**config.mk**
```make
export PLATFORM = sky130hd
export DESIGN_NAME = mmio_resp
export DESIGN_NICKNAME = d
export VERILOG_FILES = /design/src/rtl/mmio_resp_pkg.sv /design/src/rtl/mmio_resp_sync_fifo.sv /design/src/rtl/mmio_resp.sv
export SDC_FILE = /design/constraint.sdc
export NUM_CORES = 1
export LEC_CHECK = 0
export CORE_MARGIN = 1
export CORE_UTILIZATION = 30
export CTS_BUF_LIST = sky130_fd_sc_hd__clkbuf_16
export CTS_CLUSTER_DIAMETER = 40
export DETAILED_ROUTE_END_ITERATION = 6
export PLACE_DENSITY = 0.55
export SYNTH_ARGS = -nofsm -noshare
export SYNTH_HDL_FRONTEND = slang
export SYNTH_SLANG_ARGS = --single-unit
```
**constraint.sdc**
```tcl
create_clock -name clk -period 3 [get_ports clk]
set_clock_uncertainty 0.05 [all_clocks]
set_input_delay 0.45 -clock clk [delete_from_list [all_inputs] [get_ports clk]]
set_output_delay 0.45 -clock clk [all_outputs]
set_load 0.02 [all_outputs]
```
**src/rtl/mmio_resp_pkg.sv**
```systemverilog
// Shared definitions for the MMIO responder: state encodings, decoded strobe
// bundle and the MMIO address map used by mem_ctrl and the benches.
package mmio_resp_pkg;

  // MMIO address map (word addresses at the top of the data space).
  localparam logic [31:0] MMIO_STDOUT_ADDR   = 32'hFFFF_FFF0;
  localparam logic [31:0] MMIO_HALT_ADDR     = 32'hFFFF_FFF4;
  localparam logic [31:0] MMIO_BP_START_ADDR = 32'hFFFF_FFF8;
  localparam logic [31:0] MMIO_BP_END_ADDR   = 32'hFFFF_FFFC;

  // Byte lane that carries the stdout character.
  localparam int STDOUT_LANE = 0;

  typedef enum logic [1:0] {
    RUN    = 2'd0,
    DRAIN  = 2'd1,
    HALTED = 2'd2
  } halt_state_t;

  typedef enum logic [1:0] {
    IDLE  = 2'd0,
    COUNT = 2'd1,
    DONE  = 2'd2
  } bp_state_t;

  // Store-qualified MMIO strobes, valid only while the core is running.
  typedef struct packed {
    logic push;
    logic halt;
    logic start;
    logic stop;
  } mmio_hit_t;

endpackage

```
**src/rtl/mmio_resp_sync_fifo.sv**
```systemverilog
// Plain synchronous FIFO with extra-MSB pointers. The caller must not push
// while full unless it pops in the same cycle; there is no drop logic here.
module sync_fifo #(
  parameter int width = 8,
  parameter int depth = 16
) (
  input  logic             clk,
  input  logic             rst_n,
  input  logic             push,
  input  logic [width-1:0] wdata,
  input  logic             pop,
  output logic [width-1:0] rdata,
  output logic             full,
  output logic             empty
);

  localparam int aw = $clog2(depth);

  logic [aw:0]      wr_ptr;
  logic [aw:0]      rd_ptr;
  logic [width-1:0] mem [depth];

  // Advance read and write pointers; they wrap modulo 2*depth.
  always_ff @(posedge clk or negedge rst_n) begin
    // NOTE: state registers use non-blocking assignments so every flop samples pre-edge values.
    if (!rst_n) begin
      wr_ptr <= '0;
      rd_ptr <= '0;
    end else begin
      if (push) wr_ptr <= wr_ptr + (aw + 1)'(1);
      if (pop)  rd_ptr <= rd_ptr + (aw + 1)'(1);
    end
  end

  // Storage write port.
  always_ff @(posedge clk) begin
    // NOTE: the array is not reset; emptiness comes from the pointers, so stale contents are never observed.
    if (push) mem[wr_ptr[aw-1:0]] <= wdata;
  end

  assign rdata = mem[rd_ptr[aw-1:0]];
  assign empty = (wr_ptr == rd_ptr);
  assign full  = (wr_ptr[aw] != rd_ptr[aw]) && (wr_ptr[aw-1:0] == rd_ptr[aw-1:0]);

endmodule

```
**src/rtl/mmio_resp.sv**
```systemverilog
// MMIO responder on the MEM stage: buffers stdout bytes for the host,
// sequences halt behind the stdout drain, and counts branch outcomes
// inside a software-delimited window.
module mmio_resp
  import mmio_resp_pkg::*;
#(
  parameter int word_width   = 32,
  parameter int stdout_depth = 16
) (
  input  logic                  clk,
  input  logic                  rst_n,
  input  logic                  mem_wren,
  input  logic                  stdout_en,
  input  logic                  halt_en,
  input  logic                  start_bp_count,
  input  logic                  end_bp_count,
  input  logic [3:0]            which_bytes,
  input  logic [word_width-1:0] mem_data_in,
  input  logic                  br_resolved,
  input  logic                  br_mispredict,
  input  logic                  stdout_ready,
  output logic                  stdout_valid,
  output logic [7:0]            stdout_byte,
  output logic                  stdout_overflow,
  output logic                  halted,
  output logic                  halt_pending,
  output logic [word_width-1:0] bp_total,
  output logic [word_width-1:0] bp_miss,
  output logic                  bp_done
);

  halt_state_t halt_state;
  bp_state_t   bp_state;
  mmio_hit_t   hit;

  logic       running;
  logic       fifo_full;
  logic       fifo_empty;
  logic       fifo_push;
  logic       fifo_pop;
  logic [7:0] fifo_rdata;
  logic       unused_bits;

  // Only byte lane 0 carries stdout data; the rest of the store is ignored.
  assign unused_bits = ^{mem_data_in[word_width-1:8], which_bytes[3:1]};

  // Once a halt has been seen, no new MMIO side effects are accepted.
  assign running   = (halt_state == RUN);
  assign hit.push  = running && mem_wren && stdout_en && which_bytes[STDOUT_LANE];
  assign hit.halt  = running && mem_wren && halt_en;
  assign hit.start = running && mem_wren && start_bp_count;
  assign hit.stop  = running && mem_wren && end_bp_count;

  assign stdout_valid = !fifo_empty;
  assign fifo_pop     = stdout_valid && stdout_ready;
  // A full FIFO still takes a byte when the head leaves in the same cycle.
  assign fifo_push    = hit.push && (!fifo_full || fifo_pop);
  // The FIFO head may be stale memory when empty; present zero instead.
  assign stdout_byte  = stdout_valid ? fifo_rdata : 8'h00;

  sync_fifo #(
    .width (8),
    .depth (stdout_depth)
  ) u_stdout_fifo (
    .clk   (clk),
    .rst_n (rst_n),
    .push  (fifo_push),
    .wdata (mem_data_in[7:0]),
    .pop   (fifo_pop),
    .rdata (fifo_rdata),
    .full  (fifo_full),
    .empty (fifo_empty)
  );

  function automatic logic [word_width-1:0] sat_inc(input logic [word_width-1:0] v);
    return (&v) ? v : v + word_width'(1);
  endfunction

  // Sticky flag for a byte that arrived with the FIFO full and no pop.
  always_ff @(posedge clk or negedge rst_n) begin
    if (!rst_n) begin
      stdout_overflow <= 1'b0;
    end else if (hit.push && fifo_full && !fifo_pop) begin
      stdout_overflow <= 1'b1;
    end
  end

  // Halt sequencer: freeze fetch on a halt store, report halted once stdout is empty.
  always_ff @(posedge clk or negedge rst_n) begin
    if (!rst_n) begin
      halt_state   <= RUN;
      halt_pending <= 1'b0;
      halted       <= 1'b0;
    end else begin
      case (halt_state)
        RUN: begin
          if (hit.halt) begin
            halt_state   <= DRAIN;
            halt_pending <= 1'b1;
          end
        end
        DRAIN: begin
          if (fifo_empty) begin
            halt_state   <= HALTED;
            halt_pending <= 1'b0;
            halted       <= 1'b1;
          end
        end
        HALTED: begin
          halt_state <= HALTED;
        end
        default: begin
          halt_state   <= RUN;
          halt_pending <= 1'b0;
          halted       <= 1'b0;
        end
      endcase
    end
  end

  // Branch-predictor window: start clears and opens, end freezes the counters.
  always_ff @(posedge clk or negedge rst_n) begin
    if (!rst_n) begin
      bp_state <= IDLE;
      bp_total <= '0;
      bp_miss  <= '0;
      bp_done  <= 1'b0;
    end else if (hit.start) begin
      // Start dominates end and any branch resolving in the same cycle.
      bp_state <= COUNT;
      bp_total <= '0;
      bp_miss  <= '0;
      bp_done  <= 1'b0;
    end else begin
      case (bp_state)
        IDLE: begin
          bp_state <= IDLE;
        end
        COUNT: begin
          if (br_resolved) begin
            bp_total <= sat_inc(bp_total);
            if (br_mispredict) bp_miss <= sat_inc(bp_miss);
          end
          if (hit.stop) begin
            bp_state <= DONE;
            bp_done  <= 1'b1;
          end
        end
        DONE: begin
          bp_state <= DONE;
        end
        default: begin
          bp_state <= IDLE;
          bp_done  <= 1'b0;
        end
      endcase
    end
  end

endmodule

```
# Word-level counts from Yosys, hierarchy flattened

Memory sizes are Yosys's and may differ from the RTL's.
Cells that the tools add are included.

Register bits: 82
RAM bits: 128
Logic and storage cells: 86
Memories kept: 1

$add $sub $neg: 4
Equality and inequality tests: 13
Muxes and demuxes: 26
Bitwise operators: 2
Reductions and logical operators: 30

Memory list:

| memory            | words | width | rd ports | clocked after Yosys merged registers in | wr ports | RTL line                  | source |
|---|---|---|---|---|---|---|---|
| u_stdout_fifo.mem | 16    | 8     | 1        | 0                                       | 1        | mmio_resp_sync_fifo.sv:21 | `logic [width-1:0] mem [depth];` |

Operators with widths:

| cell                  | count |
|---|---|
| $mux 32               | 9 |
| $add 32x1->32 const B | 2 |
| $reduce_and 32->1     | 2 |
| $logic_and 1x1->1     | 11 |
| $add 5x1->5 const B   | 2 |
| $mux 2                | 4 |
| $mux 8                | 1 |
| $ne 2x2->1 const B    | 4 |
| $mux 1                | 7 |
| $pmux 2 s3            | 1 |
| $reduce_and 2->1      | 3 |
| $reduce_and 3->1      | 2 |
| $reduce_bool 2->1     | 3 |
| $eq 5x5->1            | 1 |
| $eq 2x1->1 const B    | 2 |
| $eq 2x2->1 const B    | 2 |
| $eq 4x4->1            | 1 |
| $logic_not 2->1       | 2 |
| $pmux 1 s2            | 2 |
| $pmux 2 s2            | 1 |
| $reduce_and 4->1      | 1 |
| $reduce_or 2->1       | 2 |
| $logic_not 1->1       | 3 |
| $ne 3x3->1 const B    | 1 |
| other kinds (5)       | 6 |

# Depth between registers and ports, before layout

Gate-level depths: netlist of the first run.

Depth after elaboration: 7
Mapped depth: 9

# By module

Synthesis of the first run repeated with hierarchy kept, for this count alone.

Cell total of the unflattened synthesis: 740
Area, all modules: 9695.5 um2

Modules (own cells, without submodules):

| module    | times used | cells an instance | area each (um2) |
|---|---|---|---|
| sync_fifo | 1          | 287               | 5577.8 |
| mmio_resp | 1          | 453               | 4117.7 |

# Least setup slack after synthesis of the first run

No wires, ideal clock.

Path type: reg2out
From: register u_stdout_fifo.rd_ptr[0]
To: output port stdout_byte[0]
Arrival time: 2214 ps
Required time: 2500 ps
Path slack: 286 ps
Stages on the path, launching flop included: 6
Buffers on the path: 2
Cells stage by stage: dfrtp_1 > clkbuf_1 > buf_2 > mux4_2 > mux4_2 > and2_1

Cells in the longest elaborated chain, start to end: 2
Elaborated cells between the ends (all ways): 3
Those cells by class: eq/ne: 1; mux: 1; memory: 1

RTL lines:

| what                                              | RTL line                  | source |
|---|---|---|
| start: declaration                                | mmio_resp_sync_fifo.sv:20 | `logic [aw:0] rd_ptr;` |
| start signal: assignment                          | mmio_resp_sync_fifo.sv:31 | `if (pop) rd_ptr <= rd_ptr + (aw + 1)'(1);` |
| $mem_v2 16x8 / $eq 5x5->1 (equally long branches) | n/a                       |  |
| $mux 8 *                                          | mmio_resp.sv:59           | `assign stdout_byte = stdout_valid ? fifo_rdata : 8'h00;` |
| end: declaration                                  | mmio_resp.sv:23           | `output logic [7:0] stdout_byte,` |

Mark *: on every way between the ends. The rest lies on a longest branch, timed or not.

# Worst setup path in the final report of the first run

From: register u_stdout_fifo.rd_ptr[0]
To: output port stdout_byte[2]

The elaborated chain is that of the path after synthesis.

==> metrics.txt, run 1 <==
largest area contributor in the netlist=edfxtp_1; # IOs=123; vias per cell=5.10; status=complete, but fails checks; Critical Setup Path Class=reg -> out; final WL=23.0 mm; vias in the first global route=6397; EDFF count, synth=128; final hold viol count=0; TritonCTS Buffers=38; register area share after synthesis=0.617; I/O Buffers=95; die area=about 33000 sq um; Required @ worst endpoint=2500 ps; layout cells sized above 1=0.193; WL/cell=17.9 um; initial DRC count=474; Crit. End Element=output pin; clock network power share=0.402; Synth Register Bits=210; CTS tree=yes; logic gate share of total power=0.276; slew margin rel.=0.443; worst vdd ir=around 460 uV; Worst path most repeated cell=mux4_2; grt ovf=0; crit path cell chain=buf_4, buf_16, mux4_2, mux4_2, and2_1, buf_2; Seq pwr share=0.322; crit-path max FO=5; Final ANT Viol Nets=0; Critical Path Slowest Stage Cell=mux4_2; final worst path period share=1.02; Worst Path Arrival=2560 ps; Min-Delay Path Class=reg -> reg; RSZ-0062 raised after global routing=true; initial antenna violation count=1; Area Overhead vs Synth=32.6%; TritonCTS Sinks=between 200 and 250; leakage power=4.64 nW; Slew Viols, Final=0; vias=6541; chip height=180 um; clk root buf=clkbuf_16; Worst Slack Setup Final=-58.6 ps; fin util=0.409; Initial Util=0.308; worst slew pin tran=822 ps; Clock transition at path regs=40 ps; Post-synth ARST share=0.390; DP Area=11200 sq um; Switching Share=0.287; maxcap violations=0; hpwl dp=~15 mm; sw power=3.01 mW; core area=31000 sq um; pin count of the biggest net entering global routing=45; Syn Inst Count=about 710; synthesized cell area=9560 sq um; total track usage=0.142; Fill cells=2844; worst-skew pair later-pin latency=510 ps; Main synth FF type=edfxtp_1; diode count=0; H-tree depth=2; Fmax achieved=0.327 GHz; Startpoint Class=flop; pwr/cell area=828 nW/um^2; Core Rows=64; dpl cells=1202; die extent in x=180 um; failing checks=setup timing; Unique masters post-synth=52; CP peak stage delay=510 ps; GP Congestion=0.790; Clock Path Buffers=3; yosys warns=0; finished layout cell area=12700 sq um; crit path time final=3060 ps; Setup TNS Final=-281 ps; internal cell power=between 7 and 8 mW; ranking of synthesized cells by area=edfxtp_1, dfrtp_1, mux4_2; first-pass GRT wire length=36.5 mm; share of the synthesized area in the top cell type=0.402; pre-CTS WS=approximately 84 ps; DRC viols=0; endpoints failing setup=8; First-pass DRT Iterations=5; nets=915; Avg Cell Area, Syn=about 13 sq um; Syn Nets=~770; final instance count without filler cells=about 1300
-- through the flow --
step           power (mW)  hold WS (ps)
6_report             10.5           439
5_1_grt              11.0           473
4_1_cts              10.6           452
3_5_place_dp         5.96           426
3_3_place_gp         5.95           413
2_1_floorplan        5.01           104
-- cell type report --
class,count,area [sq um],area share
multi-input combinational,450,3470,0.274
sequential,210,5900,0.465
clock inverter,32,314,0.0248
timing repair buffer,140,1490,0.117
tap,396,495,0.0391
clock buffer,38,951,0.0750
inverter,16,60.1,0.00474
-- routing by layer --
metal / global-route usage / share of wire / up-vias
met5: 0 / 0.00048 / -
met4: 0.0414 / 0.020 / 2
met3: 0.0289 / 0.052 / 44
met2: 0.229 / 0.47 / 158
met1: 0.193 / 0.46 / 3244
li1: - / - / 3093
-- cells in the mapped netlist, drive strengths merged, types with 11 or more instances --
library cell	count
and3	29
xnor2	20
or3	31
o21ai	32
dfrtp	82
a21oi	46
inv	16
nor4	13
or4	12
nor3	14
nand4	22
clkbuf	26
o31ai	11
mux4	40
edfxtp	128
nand3	30
nor2	22
nand2	46
ha	13
and2	13
-- cell families after synthesis --
family	after synthesis	share of synthesized area
buf+inv	52	0.0220
xor+xnor	24	0.0220
mux	45	0.0998
compound gates	116	0.0727
simple gates	252	0.150
fa+ha+maj	13	0.0170
flops	210	0.617
-- path summary, 6_finish.rpt --
kind                                    startpoint  cells after the start                 endpoint  slack [ps]
setup reg to reg                        bp_miss[0]                      6              bp_miss[30]         420
setup / recovery           u_stdout_fifo.rd_ptr[0]                      6           stdout_byte[2]         -60
max in group asynchronous                    rst_n                      3  u_stdout_fifo.rd_ptr[0]        1800
min in group asynchronous                    rst_n                      2             bp_total[21]         450
hold / removal                     stdout_overflow                      2          stdout_overflow         440
hold reg to reg                    stdout_overflow                      2          stdout_overflow         440
-- worst max-delay path, delay by kind of cell, from the launching register on --
kind          cells  cell delay (ps)
flops             1              440
simple gates      1              200
buf+inv           3              450
mux               2              970
-- placed cells by master (no fill, tap or decap), types with 3 or more instances in the layout --
cell / synthesis / routed
edfxtp_1: 128 / 128
clkdlybuf4s50_1: 0 / 85
dfrtp_1: 82 / 81
a21oi_1: 46 / 46
nand2_1: 46 / 46
mux4_2: 40 / 40
clkbuf_16: 0 / 38
o21ai_0: 32 / 32
or3_1: 31 / 31
nand3_1: 29 / 29
buf_4: 0 / 29
and3_1: 29 / 28
nand4_1: 22 / 22
nor2_1: 22 / 22
inv_1: 16 / 21
xnor2_1: 20 / 20
nor3_1: 14 / 14
ha_1: 13 / 13
or4_1: 12 / 12
o31ai_1: 11 / 11
nor4_1: 11 / 11
buf_6: 1 / 9
buf_12: 0 / 9
and4_1: 8 / 8
and2_1: 13 / 7
and2_4: 0 / 6
inv_8: 0 / 6
clkinv_2: 0 / 6
clkinv_1: 0 / 5
a31oi_1: 4 / 4
xor2_1: 4 / 4
bufinv_16: 0 / 4
buf_16: 0 / 4
nand2b_1: 4 / 3
mux2i_1: 3 / 3
a211oi_1: 3 / 3
o211ai_1: 3 / 3
inv_6: 0 / 3
-- flip-flops by register name, summed over array words and instances, names as in the netlist --
register / flops
bp_miss: 32
u_stdout_fifo.mem: 128
halt_pending: 1
bp_total: 32
bp_state: 2
halted: 1
u_stdout_fifo.wr_ptr: 5
halt_state: 2
bp_done: 1
u_stdout_fifo.rd_ptr: 5
stdout_overflow: 1
-- power groups by stage --
stage / combinational, mW / sequential [mW] / clock (mW)
after floorplan: 1.59 / 3.42 / 0
after global placement: 2.53 / 3.42 / 0
after detailed placement: 2.53 / 3.43 / 0
after CTS: 2.93 / 3.38 / 4.31
after global routing: 3.11 / 3.40 / 4.44
final: 2.89 / 3.38 / 4.22
-- what timing repair did --
| action | 4_1_cts | 5_1_grt |
|---|---|---|
| pin swaps | 1 | 0 |
| hold endpoints to repair | 43 | 0 |
| buffers inserted | 5 | 0 |
| cloned | 4 | 0 |
| endpoints found under the setup margin | 9 | 8 |
| hold buffers | 1 | 0 |
| gates resized for setup | 65 | 0 |
Note: power is estimated with default switching activity, not from simulation.
==> run 2: changes to the inputs <==
--- a/config.mk
+++ b/config.mk
@@ -10,7 +10,9 @@
 export CTS_BUF_LIST = sky130_fd_sc_hd__clkbuf_16
 export CTS_CLUSTER_DIAMETER = 40
 export DETAILED_ROUTE_END_ITERATION = 6
+export HOLD_SLACK_MARGIN = 0.12
 export PLACE_DENSITY = 0.55
+export SLEW_MARGIN = 40
 export SYNTH_ARGS = -nofsm -noshare
 export SYNTH_HDL_FRONTEND = slang
 export SYNTH_SLANG_ARGS = --single-unit
==> run 2 against run 1 <==
Net effect:
- the run still ends with setup timing left
- clock-buffer cell count did not move
- largest cell class unchanged
- first-iteration DRC count rose by 1.5%
- setup slack gained 2.4 ps
- core utilization is essentially flat
- register-to-register slack hardly changed
- via count did not move
- critical path depth unchanged
- non-clock buffer count unchanged
- critical path type unchanged
- fmax hardly changed
==> metrics.txt, run 2 (synthesis gave the netlist of run 1 again) <==
status=complete, but fails checks; failing checks=setup timing; vias in the first global route=6397 (unchanged); finished layout cell area=12700 sq um (about the same); maxcap violations=0 (unchanged); crit path time final=3060 ps (-2.36 ps); die area=32600 sq um (unchanged); reg-to-reg startpoint=bp_miss[0]; Setup TNS Final=-272 ps (+8.35 ps); sum of buffers and inverters on the critical path=3 (unchanged); die extent in x=180 um (unchanged); Min-Delay Path Class=reg -> reg; vias per cell=5.10 (unchanged); commonest non-fill, non-tap cell in the layout=edfxtp_1; initial DRC count=481 (+1.5%); Critical Path Slowest Stage Cell=mux4_2; core area=31000 sq um (unchanged); worst-skew pair later-pin latency=510 ps (about the same); max reg flops=128 (unchanged); worst vdd ir=463 uV (about the same); hpwl dp=15.1 mm (unchanged); TritonCTS Buffers=38 (unchanged); clk root buf=clkbuf_16; endpoints failing setup=8 (unchanged); initial antenna violation count=1 (unchanged); Required @ worst endpoint=2500 ps (about the same); TritonCTS Sinks=210 (unchanged); crit-path max FO=5 (unchanged); RSZ-0062 raised after global routing=true; worst setup path startpoint=u_stdout_fifo.rd_ptr[0]; Worst path most repeated cell=mux4_2; Clock Path Buffers=3 (unchanged); first-pass GRT wire length=36.5 mm (unchanged); crit path cell chain=buf_4, buf_16, mux4_2, mux4_2, and2_1, buf_2; final worst path period share=1.02 (about the same); pin count of the biggest net entering global routing=45 (unchanged); Crit. End Element=output pin; Clock transition at path regs=40 ps (about the same); Hold Startpoint=stdout_overflow; CTS tree=yes; slew margin rel.=0.517 (+0.0741); DRC viols=0 (unchanged); DP Area=11200 sq um (unchanged); CP top delay family=multiplexers; diode count=0 (unchanged); Fmax achieved=0.327 GHz (about the same); most frequent cells in the layout=edfxtp_1, clkdlybuf4s50_1, dfrtp_1; Final ANT Viol Nets=0 (unchanged); leakage power=4.64 nW (about the same); GP Congestion=0.790 (unchanged); worst slew pin tran=721 ps (-101 ps); I/O Buffers=95 (unchanged); total track usage=0.142 (unchanged); First-pass DRT Iterations=4 (-1); vias=6541 (unchanged); # IOs=123 (unchanged); H-tree depth=2 (unchanged); Critical Setup Path Class=reg -> out; Area Overhead vs Synth=32.7% (about the same); pwr/cell area=827 nW/um^2 (about the same); WL/cell=17.9 um (about the same); grt ovf=0 (unchanged); CP peak stage delay=510 ps (about the same); final hold viol count=0 (unchanged); Startpoint Class=flop; pre-CTS WS=84.3 ps (unchanged); Core Rows=64 (unchanged); layout cells sized above 1=0.194 (+0.00113); Worst Path Arrival=2560 ps (about the same); final WL=23.0 mm (about the same); Worst Slack Setup Final=-56.3 ps (+2.36 ps); nets=915 (unchanged); Initial Util=0.308 (unchanged); chip height=180 um (unchanged); Slew Viols, Final=0 (unchanged); Tot Pwr=10.5 mW (about the same)
run 2: cell types whose count changed in the layout (fill, tap and decap cells not counted):
cell | previous run | this run
o311ai_2 | 0 | 1
o311ai_1 | 1 | 0
run 2: report_power, final:
group	internal, mW	switching [mW]
Sequential	3.23	0.155
Clock	2.70	1.52
Combinational	1.56	1.33
run 2: tightest hold or removal path, stage by stage, from the launching register on:
cell	delay, ps
dfrtp_1	350
inv_1	50
o41ai_1	60
run 2: routing by layer:
layer | track usage | up-vias | routed length [um] | share of wire
li1 | - | 3090 | - | -
met3 | 0.0289 | 44 | 1190 | 0.052
met4 | 0.0414 | 2 | 472 | 0.021
met2 | 0.229 | 159 | 10800 | 0.47
met1 | 0.193 | 3246 | 10500 | 0.46
met5 | 0 | - | 11 | 0.00048
run 2: layout make-up:
type | instances | area [sq um]
repair buffers | 140 | 1490
multi-input cells | 450 | 3480
clock buffers | 38 | 951
clock inverters | 32 | 314
inverters | 16 | 60.1
fillers | 2845 | 18300
flip-flops and latches | 210 | 5900
well taps | 396 | 495
run 2: what timing repair did:
action / 4_1_cts / 5_1_grt
setup endpoints to repair: 9 / 8
hold endpoints to repair: 43 / 0
pin swaps: 1 / 0
buffers inserted: 5 / 0
hold buffers: 1 / 0
gates resized for setup: 65 / 0
cloned: 4 / 0
run 2: final timing paths:
path,slack (ps),endpoint,cells past startpoint
max,-60,stdout_byte[2],6
min,440,stdout_overflow,2
max in group asynchronous,1800,u_stdout_fifo.rd_ptr[0],3
min reg2reg,440,stdout_overflow,2
min in group asynchronous,450,bp_total[21],2
max reg2reg,410,bp_miss[30],6
run 2: through the flow:
step | util | std cells | hold slack (ps)
after global routing | 0.409 | 1282 | 473
after CTS | 0.409 | 1282 | 452
final | 0.409 | 1282 | 439
after floorplan | - | 712 | 104
after global placement | 0.361 | 1202 | 413
after detailed placement | 0.361 | 1202 | 426
==> run 3: changes to the inputs <==
--- a/config.mk
+++ b/config.mk
@@ -10,8 +10,10 @@
 export CTS_BUF_LIST = sky130_fd_sc_hd__clkbuf_16
 export CTS_CLUSTER_DIAMETER = 40
 export DETAILED_ROUTE_END_ITERATION = 6
+export GPL_TIMING_DRIVEN = 0
 export HOLD_SLACK_MARGIN = 0.12
-export PLACE_DENSITY = 0.55
+export MAX_ROUTING_LAYER = met4
+export PLACE_DENSITY_LB_ADDON = 0.1
 export SLEW_MARGIN = 40
 export SYNTH_ARGS = -nofsm -noshare
 export SYNTH_HDL_FRONTEND = slang
==> run 3 against run 2 <==
Net effect:
- the flow still finishes with violations (setup timing)
- critical path depth grew 1
- routed wire length grew 9.0%
- fmax shrank 1.7%
- worst hold slack lost 40 ps
- critical endpoint is now stdout_byte[6]
- clock power is essentially flat
- sequential cell count is the same
- core utilization shrank 0.29 points
- combinational power grew 2%
- die area is the same
- global-route usage grew 2.0 points
- sequential power grew 1%
==> metrics.txt, run 3 (synthesis gave the netlist of run 1 again) <==
Critical R2R Capture=u_stdout_fifo.mem[3][5]; Crit. End Element=output pin; CTS tree=yes; H-tree depth=2 (unchanged); capture point of the worst path=stdout_byte[6]; CP top delay family=multiplexers; logic gate share of total power=0.278 (+0.003); initial DRC count=302 (-37%); crit path cell chain=clkbuf_16, buf_12, buf_6, mux4_2, mux4_2, and2_4, buf_6; WL/cell=19.5 um (+8.7%); vias in the first global route=6857 (+7.2%); Multi-input gate area=3500 sq um (+0.83%); finished layout cell area=12600 sq um (-0.71%); endpoints failing setup=8 (unchanged); pin count of the biggest net entering global routing=48 (+6.7%); Worst path depth=7 (+1); slew margin rel.=0.491 (-0.0265); Startpoint Class=flop; fin util=0.406 (-0.00291); register area=5900 sq um (about the same); Worst Slack Setup Final=-108 ps (-51.3 ps); clk root buf=clkbuf_16; Switching Share=0.287 (about the same); pwr/cell area=843 nW/um^2 (+1.8%); worst-skew pair later-pin latency=510 ps (about the same); total track usage=0.161 (+0.0195); Fmax achieved=0.322 GHz (-1.7%); final WL=25.0 mm (+9.0%); Clock Path Buffers=3 (unchanged); DRC viols=0 (unchanged); Min-Delay Path Class=in -> async; commonest non-fill, non-tap cell in the layout=edfxtp_1; R2R depth=10 (+4); worst slew pin tran=764 ps (+43.0 ps); internal cell power=7.57 mW (+1.1%); die extent in x=180 um (unchanged); TritonCTS Sinks=210 (unchanged); most frequent cells in the layout=edfxtp_1, clkdlybuf4s50_1, dfrtp_1; failing checks=setup timing; Area Overhead vs Synth=31.8%; crit-path max FO=5 (unchanged); layout cells sized above 1=0.179 (-0.0153); DP Area=11000 sq um (-1.5%); maxcap violations=0 (unchanged); diode count=0 (unchanged); reg-to-reg startpoint=halt_state[0]; chip height=180 um (unchanged); core area=31000 sq um (unchanged); clock network power share=0.400 (-0.002); GP Congestion=0.822 (+4.0%); vias per cell=5.25 (+2.8%); final hold viol count=0 (unchanged); status=complete, but fails checks; TritonCTS Buffers=39 (+2.6%); crit path time final=3110 ps (+51.3 ps); max reg flops=128 (unchanged); first-pass GRT wire length=39.8 mm (+9.1%); Fill cells=2878 (+1.2%); worst setup path startpoint=u_stdout_fifo.rd_ptr[0]; Worst R2R Setup Slack=270 ps (-140 ps); final worst path period share=1.04 (+0.0171); grt ovf=0 (unchanged); Slew Viols, Final=0 (unchanged); Initial Util=0.308 (unchanged); hpwl dp=17.2 mm (+14%); Clock transition at path regs=50 ps (about the same); vias=6742 (+3.1%); worst vdd ir=518 uV (+12%); I/O Buffers=95 (unchanged); Core Rows=64 (unchanged); sum of buffers and inverters on the critical path=4 (+1); # IOs=123 (unchanged); Critical Path Slowest Stage Cell=mux4_2; leakage power=4.57 nW (-1.3%); initial antenna violation count=0 (-1); pre-CTS WS=-674 ps (-758 ps); RSZ-0062 raised after global routing=true; Tot Pwr=10.6 mW (+1.1%); CP peak stage delay=480 ps (-30 ps); First-pass DRT Iterations=5 (+1); die area=32600 sq um (unchanged); Required @ worst endpoint=2500 ps (about the same); Worst Path Arrival=2610 ps (+50 ps); Seq pwr share=0.322 (about the same); Critical Setup Path Class=reg -> out; Final ANT Viol Nets=0 (unchanged); sw power=3.04 mW (+1.2%); nets=917 (+0.22%)
-- run 3: cell count changes in the layout (fill, tap and decap cells not counted), sizes merged --
| cell | delta |
|---|---|
| clkbuf | +24 |
| buf | -21 |
| inv | -2 |
| clkinvlp | +1 |
| clkinv | +1 |
-- run 3: power groups by stage --
| stage | clock network [mW] | registers [mW] | logic, mW |
|---|---|---|---|
| floorplan | 0 | 3.42 | 1.59 |
| global placement | 0 | 3.40 | 2.54 |
| detailed placement | 0 | 3.40 | 2.58 |
| CTS | 4.33 | 3.41 | 3.07 |
| global route | 4.47 | 3.45 | 3.18 |
| finish | 4.24 | 3.42 | 2.95 |
-- run 3: metal layers --
layer	track usage	routed length [um]
met4	0.0485	524
met3	0.0279	1110
met1	0.205	11100
met2	0.263	12300
met5	-	0
-- run 3: area by class of cell --
cell class	instances	share of cell area
Sequential cell	210	0.468
Multi-Input combinational cell	450	0.278
Timing Repair Buffer	109	0.0900
Clock buffer	40	0.0795
Tap cell	396	0.0393
Clock inverter	32	0.0227
Buffer	32	0.0170
Inverter	16	0.00477
-- run 3: worst min-delay path by stage --
stage	from	to	cells after the start
final	rst_n	bp_miss[11]	2
after global routing	rst_n	bp_miss[11]	2
after floorplan	rst_n	bp_done	0
after CTS	rst_n	bp_miss[11]	2
after detailed placement	rst_n	bp_miss[11]	1
after global placement	stdout_overflow	stdout_overflow	2
-- run 3: through the flow --
stage | setup TNS, ps | cells | hold WS (ps)
global placement | -147980 | 1203 | 422
detailed placement | -7020 | 1205 | 377
floorplan | 0 | 712 | 104
finish | -566 | 1285 | 398
global route | -1010 | 1285 | 445
CTS | -1210 | 1288 | 408
-- run 3: timing repair --
item,CTS,global route
endpoints found under the hold margin,46,0
gates cloned,4,0
buffers inserted,10,0
hold buffers,1,0
setup endpoints to repair,9,34
gates resized for setup,79,15
pin swaps,0,0
